### config.mk
export PLATFORM = sky130hd
export DESIGN_NAME = ft232h_tx_packetizer
export DESIGN_NICKNAME = d
export VERILOG_FILES = /design/src/rtl/ft232h_pkg.sv /design/src/rtl/ft232h_sample_buffer.sv /design/src/rtl/ft232h_tx_packetizer.sv
export SDC_FILE = /design/constraint.sdc
export NUM_CORES = 1
export LEC_CHECK = 0
export ABC_AREA = 1
export BUFFER_PORTS_ARGS = -buffer_cell sky130_fd_sc_hd__buf_2
export CAP_MARGIN = 20
export CORE_ASPECT_RATIO = 0.7
export CORE_UTILIZATION = 55
export DETAILED_ROUTE_END_ITERATION = 8
export PLACE_DENSITY = 0.75
export RECOVER_POWER = 50
export SKIP_LAST_GASP = 1
export SYNTH_ARGS = -nofsm -noshare
export SYNTH_HDL_FRONTEND = slang
export SYNTH_SLANG_ARGS = --single-unit
export TNS_END_PERCENT = 10
### constraint.sdc
create_clock -name i_clk -period 2.6 [get_ports i_clk]
set_clock_uncertainty 0.1 [all_clocks]
set_input_delay 0.13 -clock i_clk [delete_from_list [all_inputs] [get_ports i_clk]]
set_output_delay 0.13 -clock i_clk [all_outputs]
set_load 0.01 [all_outputs]
### src/rtl/ft232h_pkg.sv
// Shared types and constants for the FT232H transmit packetizer.
package ft232h_pkg;

    typedef enum logic [2:0] {
        StFill,
        StSync,
        StSeq,
        StLen,
        StPayload,
        StCsum
    } pkt_state_t;

    localparam logic [7:0]  SYNC_BYTE_DFLT = 8'hA5;
    localparam int unsigned HDR_LEN        = 3;

    typedef struct packed {
        logic [1:0]  channel;
        logic [15:0] data;
    } sample_t;

endpackage

### src/rtl/ft232h_sample_buffer.sv
// One-packet sample store: synchronous write, combinational read, storage not reset.
module ft232h_sample_buffer
    import ft232h_pkg::*;
#(
    parameter int unsigned DEPTH  = 8,
    parameter int unsigned ADDR_W = 3
) (
    input  logic              i_clk,
    input  logic              i_we,
    input  logic [ADDR_W-1:0] i_waddr,
    input  sample_t           i_wdata,
    input  logic [ADDR_W-1:0] i_raddr,
    output sample_t           o_rdata
);

    sample_t mem_q [DEPTH];

    always_ff @(posedge i_clk) begin
        if (i_we) begin
            mem_q[i_waddr] <= i_wdata;
        end
    end

    assign o_rdata = mem_q[i_raddr];

endmodule

### src/rtl/ft232h_tx_packetizer.sv
// Buffers up to one packet of tagged samples and emits SYNC/SEQ/LEN/payload/CSUM bytes
// over a valid/ready byte port feeding the FT232H FIFO controller.
module ft232h_tx_packetizer
    import ft232h_pkg::*;
#(
    parameter int unsigned SAMPLES_PER_PKT = 8,
    parameter logic [7:0]  SYNC_BYTE       = SYNC_BYTE_DFLT
) (
    input  logic        i_clk,
    input  logic        i_ft232h_reset_n,
    input  logic [15:0] i_sample_data,
    input  logic [1:0]  i_sample_channel,
    input  logic        i_sample_valid,
    output logic        o_sample_ready,
    input  logic        i_flush,
    output logic [7:0]  o_byte_data,
    output logic        o_byte_valid,
    input  logic        i_byte_ready,
    output logic        o_busy,
    output logic        o_pkt_done
);

    localparam int unsigned AddrW = (SAMPLES_PER_PKT > 1) ? $clog2(SAMPLES_PER_PKT) : 1;

    pkt_state_t state_q, state_d;
    logic [7:0] count_q, count_d;
    logic [7:0] seq_q, seq_d;
    logic [7:0] len_q, len_d;
    logic [7:0] csum_q, csum_d;
    logic [7:0] idx_q, idx_d;
    logic [1:0] bidx_q, bidx_d;
    logic [7:0] byte_data_q, byte_data_d;
    logic       byte_valid_q, byte_valid_d;
    logic       pkt_done_q, pkt_done_d;

    logic             accept;
    logic             hs;
    logic [8:0]       count_inc;
    logic [7:0]       csum_add;
    logic [AddrW-1:0] raddr;
    sample_t          wr_sample;
    sample_t          rd_sample;

    assign accept    = i_sample_valid && (state_q == StFill);
    assign hs        = byte_valid_q && i_byte_ready;
    assign count_inc = {1'b0, count_q} + {8'd0, accept};
    assign csum_add  = csum_q + byte_data_q;
    assign wr_sample = '{channel: i_sample_channel, data: i_sample_data};
    // Look ahead to the sample whose first byte is loaded on the next handshake.
    assign raddr     = (bidx_q == 2'd2) ? AddrW'(idx_q + 8'd1) : AddrW'(idx_q);

    ft232h_sample_buffer #(
        .DEPTH  (SAMPLES_PER_PKT),
        .ADDR_W (AddrW)
    ) u_buffer (
        .i_clk   (i_clk),
        .i_we    (accept),
        .i_waddr (AddrW'(count_q)),
        .i_wdata (wr_sample),
        .i_raddr (raddr),
        .o_rdata (rd_sample)
    );

    always_comb begin
        state_d      = state_q;
        count_d      = count_q;
        seq_d        = seq_q;
        len_d        = len_q;
        csum_d       = csum_q;
        idx_d        = idx_q;
        bidx_d       = bidx_q;
        byte_data_d  = byte_data_q;
        byte_valid_d = byte_valid_q;
        pkt_done_d   = 1'b0;

        unique case (state_q)
            StFill: begin
                count_d = count_inc[7:0];
                // A sample arriving with flush is counted before the packet closes.
                if ((count_inc == 9'(SAMPLES_PER_PKT)) || (i_flush && (count_inc != 9'd0))) begin
                    state_d      = StSync;
                    len_d        = count_inc[7:0];
                    byte_data_d  = SYNC_BYTE;
                    byte_valid_d = 1'b1;
                    csum_d       = 8'd0;
                    idx_d        = 8'd0;
                    bidx_d       = 2'd0;
                end
            end
            StSync: begin
                if (hs) begin
                    state_d     = StSeq;
                    byte_data_d = seq_q;
                end
            end
            StSeq: begin
                if (hs) begin
                    state_d     = StLen;
                    csum_d      = csum_add;
                    byte_data_d = len_q;
                end
            end
            StLen: begin
                if (hs) begin
                    state_d     = StPayload;
                    csum_d      = csum_add;
                    byte_data_d = {6'd0, rd_sample.channel};
                end
            end
            StPayload: begin
                if (hs) begin
                    csum_d = csum_add;
                    if (bidx_q == 2'd2) begin
                        bidx_d = 2'd0;
                        if (idx_q == len_q - 8'd1) begin
                            state_d     = StCsum;
                            byte_data_d = csum_add;
                        end else begin
                            idx_d       = idx_q + 8'd1;
                            byte_data_d = {6'd0, rd_sample.channel};
                        end
                    end else begin
                        bidx_d      = bidx_q + 2'd1;
                        byte_data_d = (bidx_q == 2'd0) ? rd_sample.data[15:8]
                                                       : rd_sample.data[7:0];
                    end
                end
            end
            StCsum: begin
                if (hs) begin
                    state_d      = StFill;
                    byte_valid_d = 1'b0;
                    byte_data_d  = 8'd0;
                    seq_d        = seq_q + 8'd1;
                    count_d      = 8'd0;
                    csum_d       = 8'd0;
                    pkt_done_d   = 1'b1;
                end
            end
            default: state_d = StFill;
        endcase
    end

    always_ff @(posedge i_clk or negedge i_ft232h_reset_n) begin
        if (!i_ft232h_reset_n) begin
            state_q      <= StFill;
            count_q      <= 8'd0;
            seq_q        <= 8'd0;
            len_q        <= 8'd0;
            csum_q       <= 8'd0;
            idx_q        <= 8'd0;
            bidx_q       <= 2'd0;
            byte_data_q  <= 8'd0;
            byte_valid_q <= 1'b0;
            pkt_done_q   <= 1'b0;
        end else begin
            state_q      <= state_d;
            count_q      <= count_d;
            seq_q        <= seq_d;
            len_q        <= len_d;
            csum_q       <= csum_d;
            idx_q        <= idx_d;
            bidx_q       <= bidx_d;
            byte_data_q  <= byte_data_d;
            byte_valid_q <= byte_valid_d;
            pkt_done_q   <= pkt_done_d;
        end
    end

    assign o_sample_ready = (state_q == StFill);
    assign o_busy         = (state_q != StFill);
    assign o_byte_data    = byte_data_q;
    assign o_byte_valid   = byte_valid_q;
    assign o_pkt_done     = pkt_done_q;

endmodule

==> reports/results.tsv, run 1 <==
metric	value	unit
syn_to_final_growth	17.5	%
synth-simple-area-share	25.7	%
avgSynthCellArea	9.61	sq um
synth.area.top_cells	edfxtp_1 (45%), dfrtp_1 (14%), nand2_1 (12%)	
fill_cells	1275	
synth_area_leader_cell	edfxtp_1	
synth_top_family_by_area	simple AND/OR/NAND/NOR gates	
crit_type	reg2reg	
rsz0062_at_grt	true	
synthMuxAreaShare	0	%
num_vias	7415	
clock_latency	0.44	ns
grt_max_degree	51	
synth_fa_ha_area_share	1.78	%
gp_congestion	0.890	
coreArea	16600	sq um
cts_tree	done	
violations	capacitance limit, slew limit	
status	complete, but fails checks	
synth_seq_cells	199	
critPathMostFrequentCell	nand2_2	
dp_cells	1269	
ios	35	
die_area	17900	sq um
hold_class	in2reg	
fp.dieH	112	um
cpMaxStageDelayCell	dfrtp_1	
power.density	566	nW/um^2
io_buffers	34	
cp-end-kind	flip-flop	
arrival	2.81	ns
start_util	57.4	%
cp_top_family	simple AND/OR/NAND/NOR gates	
avgRoutedWirePerCell	17.5	um
critPathLaunchType	flip-flop	
synthArstFlopShare	27.6	%
cp.required	2.83	ns
postSynthCellCount	994	
p_total	6.35	mW
path_buf_inv	2	
synth.distinct_cells	42	
slowest_delay	0.40	ns
peakVddDrop	0.428	mV
grt_pass1_wl	37200	um
slew_headroom	-32.0	%
finalSetupViolations	0	
drive_above_1_share	15.1	%
syn_area	9550	sq um
wl	23200	um
grt_overflow_total	0	
clockBufferDepth	2	
diodes	0	
drt_first_pass_iters	5	
synth_fp_nets	1030	
synth_compound_area_share	5.33	%
ys.flop_type	edfxtp_1	
timing.max_cap.violations	1	
rows	39	
cts_max_level	4	
ys_seq_area_share	59.7	%
cp_max_fo	5	
fmax	388	MHz
drc	0	
maxSlewViolCount	35	
tightest_slew	1.98	ns
ant_nets	0	
vias_per_cell	5.60	
numCtsBuffers	17	
clk_pin_slew	0.07	ns
yosysWarnings	0	
path_cells	nor2_2, nand2_2, nor2_4, ha_4, ha_4, nand2_1, inv_2, nand3_2, nand2_2, nand2_1, nor2_1, nand3_1, nand2_2, nand3_4, nand2_4, clkinvlp_4, nand2_2, nand2_1	
synth_edf_count	144	
stdcell_count	1325	
fin_nets	1123	
cts_root_buf	clkbuf_16	
yosys.area.top_type_share	45.3	%
dp_hpwl	15100	um
synth_xor_area_share	2.20	%
die_w	160	um
finalCritPeriodShare	99.2	%
hold_viol_final	0	
leakagePower	4.73	nW
drt_iter0_drc	791	
period_minus_slack	2.58	ns
grt_usage	27.4	%
grt_pass1_vias	7037	
numClockSinks	199	
grt_antenna_before_repair	0	
## repair_timing
item                                    4_1_cts  5_1_grt
resized for setup                             9       31
buffers inserted                              0        4
gates cloned                                  1        0
hold endpoints to repair                    176        0
endpoints found under the setup margin       26       38
pin swaps                                     1       13
hold buffers                                 19        0
## sequential cells by signal, indices dropped and copies added (netlist names)
register and count:
state_q 3, o_byte_data 8, u_buffer.mem_q 144, idx_q 8, len_q 8, csum_q 8
o_pkt_done 1, o_byte_valid 1, count_q 8, seq_q 8, bidx_q 2
## worst reg2reg max path, stage by stage (launching register included)
cell        delay [ns]
dfrtp_1           0.40
nor2_2            0.15
nand2_2           0.10
nor2_4            0.15
ha_4              0.16
ha_4              0.14
nand2_1           0.07
inv_2             0.10
nand3_2           0.06
nand2_2           0.10
nand2_1           0.06
nor2_1            0.08
nand3_1           0.09
nand2_2           0.09
nand3_4           0.13
nand2_4           0.15
clkinvlp_4        0.16
nand2_2           0.13
nand2_1           0.06
## synth_stat cells, drive strengths merged (2+ instances only)
library cell and n:
o21bai 3, nand2 317, buf 28, o211ai 4
or2 2, nand3 154, nand4 11, clkbuf 2
xnor2 6, nor3 10, inv 80, xor2 18
dfrtp 55, edfxtp 144, o21ai 48, ha 12
a31oi 3, nor2 68, a21oi 8, a21o 2
o22ai 13
## worst paths after layout
path	end	startpoint	cells after the start	slack (ns)
setup / recovery	o_byte_data[3]$_DFFE_PN0P_	state_q[1]$_DFFE_PN0P_	18	0.02
hold / removal	state_q[1]$_DFFE_PN0P_	i_byte_ready	4	0.14
setup reg to reg	o_byte_data[3]$_DFFE_PN0P_	state_q[1]$_DFFE_PN0P_	18	0.02
hold reg to reg	csum_q[0]$_DFFE_PN0P_	csum_q[0]$_DFFE_PN0P_	2	0.40
max in group asynchronous	csum_q[0]$_DFFE_PN0P_	i_ft232h_reset_n	3	0.49
min in group asynchronous	seq_q[5]$_DFFE_PN0P_	i_ft232h_reset_n	2	0.69
## layout make-up
type | count | area (sq um) | share of cell area (%)
Clock buffer | 17 | 425 | 3.79
Clock inverter | 15 | 213 | 1.90
Inverter | 81 | 312 | 2.78
Multi-Input combinational cell | 684 | 3500 | 31.2
Sequential cell | 199 | 5700 | 50.8
Tap cell | 225 | 282 | 2.51
Timing Repair Buffer | 103 | 777 | 6.93
Timing Repair inverter | 1 | 7.51 | 0.0669
## power breakdown
group          switching [mW]  total (mW)  internal [mW]  leakage, nW
clock                    1.22        2.86           1.63        0.302
combinational          0.0561      0.0855         0.0294         2.44
sequential            0.00105        3.41           3.41         1.98
## stage by stage
stage | TNS (ns) | hold slack [ns] | utilization (%) | setup slack, ns | area [sq um]
6_report | 0 | 0.140 | 67.4 | 0.0210 | 11200
5_1_grt | -2.86 | 0.182 | 67.4 | -0.143 | 11200
4_1_cts | 0 | 0.106 | 66.8 | 0.00364 | 11100
3_5_place_dp | -1.70 | 0.167 | 61.6 | -0.166 | 10300
3_3_place_gp | -0.0990 | 0.170 | 61.6 | -0.0188 | 10300
2_1_floorplan | -12.13 | -0.266 | - | -0.345 | 9560
## cell usage in the layout (no fill, tap or decap), drive strengths merged, types with 6 or more instances in the layout
cell type and instances:
nor2 68, xor2 18, nand4 11, edfxtp 144, ha 12, o22ai 13, dfrtp 55, buf 59
nand3 154, a21oi 8, o21ai 48, nand2 317, xnor2 6, clkbuf 42, nor3 10, inv 86
dlygate4sd3 19
## logic make-up (layout without fill, tap and decap cells)
group | count (synthesis) | after routing
compound gates | 82 | 82
xor+xnor | 24 | 24
fa+ha+maj | 13 | 13
buf+inv | 111 | 217
flops | 199 | 199
simple gates | 565 | 565
## layer usage
metal	share of wire [%]	up-vias	wire (um)	track usage, %
met4	1.5	0	357	9.87
li1	-	3545	-	-
met5	0	-	0	0
met2	42	339	9770	38.0
met3	9.2	29	2150	6.73
met1	47	3502	11000	41.7
Note: power is estimated with default switching activity, not from simulation.
==> run 2, diff against run 1 <==
--- a/config.mk
+++ b/config.mk
@@ -11,7 +11,7 @@
 export CORE_ASPECT_RATIO = 0.7
 export CORE_UTILIZATION = 55
 export DETAILED_ROUTE_END_ITERATION = 8
-export PLACE_DENSITY = 0.75
+export PLACE_DENSITY_LB_ADDON = 0.1
 export RECOVER_POWER = 50
 export SKIP_LAST_GASP = 1
 export SYNTH_ARGS = -nofsm -noshare
==> run 2 against run 1 <==
Sequential share of layout area is 0.27 points higher. Core utilization is 0.35 points lower. Global-route usage is 0.24 points higher. Largest cell class unchanged. Routed wire length grew 0.71%. First-iteration DRC count is 16% higher. Highest routed layer unchanged. Sequential power about the same. Setup slack worse by 0.0019 ns. Via count is 1.3% lower. Critical path type unchanged. The flow still finishes with violations (capacitance limit, slew limit).
==> reports/results.tsv, run 2 (synthesized netlist as in run 1, its figures left out) <==
metric	value	unit
crit_end	bidx_q[0]$_DFFE_PN0P_	
min-delay-start	i_byte_ready	
layout_common_cells	nand2_1 (298), nand3_1 (147), edfxtp_1 (144)	
p_int	4.78	mW
fill_cells	1308	
violations	capacitance limit, slew limit	
timing.max_cap.violations	1	
switching_share	21.1	%
grt_antenna_before_repair	0	
io_buffers	34	
die_area	17900	sq um
r2r_end	bidx_q[0]$_DFFE_PN0P_	
largest_register_ffs	144	
hold_class	in2reg	
drt_first_pass_iters	5	
rsz0062_at_grt	true	
crit_type	reg2reg	
diodes	0	
drive_above_1_share	15.1	%
power_switching	1.28	mW
final_common_cell	nand2_1	
ant_nets	0	
fp.dieH	112	um
peakVddDrop	0.399	mV
largest_register	u_buffer.mem_q	
drc	0	
critPathLaunchType	flip-flop	
fin_nets	1125	
finalCritPeriodShare	99.3	%
ios	35	
num_vias	7321	
cp-end-kind	flip-flop	
fmax	387	MHz
finalSetupViolations	0	
seq_area	5700	sq um
power.density	544	nW/um^2
whs	0.121	ns
rows	39	
dp_hpwl	15000	um
postCtsSetupBuffers	0	
coreArea	16600	sq um
syn_to_final_growth	16.8	%
avgRoutedWirePerCell	17.6	um
crit_cells	16	
clk_pin_slew	0.08	ns
path_cells	nor2_2, nand2_2, nor2_4, ha_4, ha_4, nand3_2, o21ai_2, nand2_1, nor2_1, nand3_1, nand2_2, nand3_4, buf_4, nand3_4, o21ai_1, o21ai_1	
clock_latency	0.44	ns
r2r_slack	0.02	ns
postLayoutCoreUtil	67.1	%
vias_per_cell	5.52	
status	complete, but fails checks	
p_seq_share	56.1	%
cpMaxStageDelayCell	dfrtp_1	
grt_pass1_vias	6633	
crit_path_start	state_q[1]$_DFFE_PN0P_	
maxSlewViolCount	32	
cp_max_fo	4	
post-place-ws	-0.0981	ns
die_w	160	um
leakagePower	4.71	nW
numClockSinks	199	
drt_iter0_drc	918	
arrival	2.84	ns
grt_max_degree	62	
cp.required	2.86	ns
power_frac_comb	1.4	%
grt_overflow_total	0	
cp_top_family	simple AND/OR/NAND/NOR gates	
cts_tree	done	
power_frac_clock	42.4	%
cts_root_buf	clkbuf_16	
tightest_slew	1.84	ns
grt_usage	27.6	%
period_minus_slack	2.58	ns
wl	23400	um
start_util	57.4	%
gp_congestion	0.889	
r2r_start	state_q[1]$_DFFE_PN0P_	
grt_pass1_wl	37100	um
path_buf_inv	1	
numCtsBuffers	17	
multi_input_comb_area	3490	sq um
slew_headroom	-22.4	%
timing.final.ws_setup	0.0191	ns
cts_max_level	4	
slowest_delay	0.40	ns
hold_viol_final	0	
clockBufferDepth	2	
reg2reg_depth	16	
[run 2: cell types whose count changed in the layout (fill, tap and decap cells not counted), moves of 3 or more]
cell        change
clkinvlp_4      -3
nand2_4         +3
bufinv_16       -3
buf_2           +3
o21ai_1         +4
buf_6           +3
o21ai_0         -3
[run 2: per-stage QoR]
stage / total power, mW / setup TNS, ns / instances / area [sq um]
final: 6.07 / 0 / 1327 / 11200
after floorplan: 3.48 / -12.13 / 994 / 9560
after global routing: 6.21 / -2.85 / 1327 / 11200
after CTS: 6.10 / -0.0743 / 1327 / 11100
after detailed placement: 3.54 / -0.519 / 1276 / 10300
after global placement: 3.54 / 0 / 1276 / 10300
[run 2: per-layer routing]
layer / vias up / part of all wire (%) / GRT usage, %
met5: - / 0 / 0
met4: 0 / 1.5 / 9.29
met3: 31 / 8.0 / 4.10
met2: 309 / 41 / 37.8
met1: 3426 / 49 / 44.6
li1: 3555 / - / -
[run 2: layout make-up]
cell class | instances | area share (%)
well taps | 225 | 2.52
inverters | 81 | 2.81
multi-input cells | 684 | 31.3
repair buffers | 106 | 7.17
flip-flops and latches | 199 | 51.1
clock inverters | 14 | 1.28
clock buffers | 18 | 3.85
[run 2: worst min-delay path by stage]
stage | slack, ns | depth (start not counted) | end
2_1_floorplan | -0.27 | 0 | bidx_q[0]$_DFFE_PN0P_
3_3_place_gp | 0.13 | 1 | csum_q[7]$_DFFE_PN0P_
3_5_place_dp | 0.13 | 1 | csum_q[7]$_DFFE_PN0P_
4_1_cts | 0.08 | 4 | state_q[1]$_DFFE_PN0P_
5_1_grt | 0.14 | 4 | state_q[1]$_DFFE_PN0P_
6_report | 0.12 | 4 | state_q[1]$_DFFE_PN0P_
[run 2: timing repair]
action / CTS / global route
pin swaps: 0 / 7
gates resized for setup: 4 / 42
hold buffers: 19 / 0
endpoints found under the hold margin: 173 / 0
endpoints found under the setup margin: 13 / 38
[run 2: power groups by stage]
stage               Combinational (mW)  Clock (mW)  Sequential (mW)
floorplan                      0.00401           0             3.48
global placement                0.0666           0             3.47
detailed placement              0.0678           0             3.47
CTS                             0.0901        2.60             3.41
global route                    0.0981        2.71             3.41
finish                          0.0871        2.57             3.41
[run 2: worst reg2reg max path: cells and delay by family, from the launching register on]
kind,cells,cell delay (ns)
buffers and inverters,1,0.17
adders and majority gates,2,0.32
and+or+nand+nor,10,1.10
AOI/OAI and AO/OA,3,0.42
DFF,1,0.40
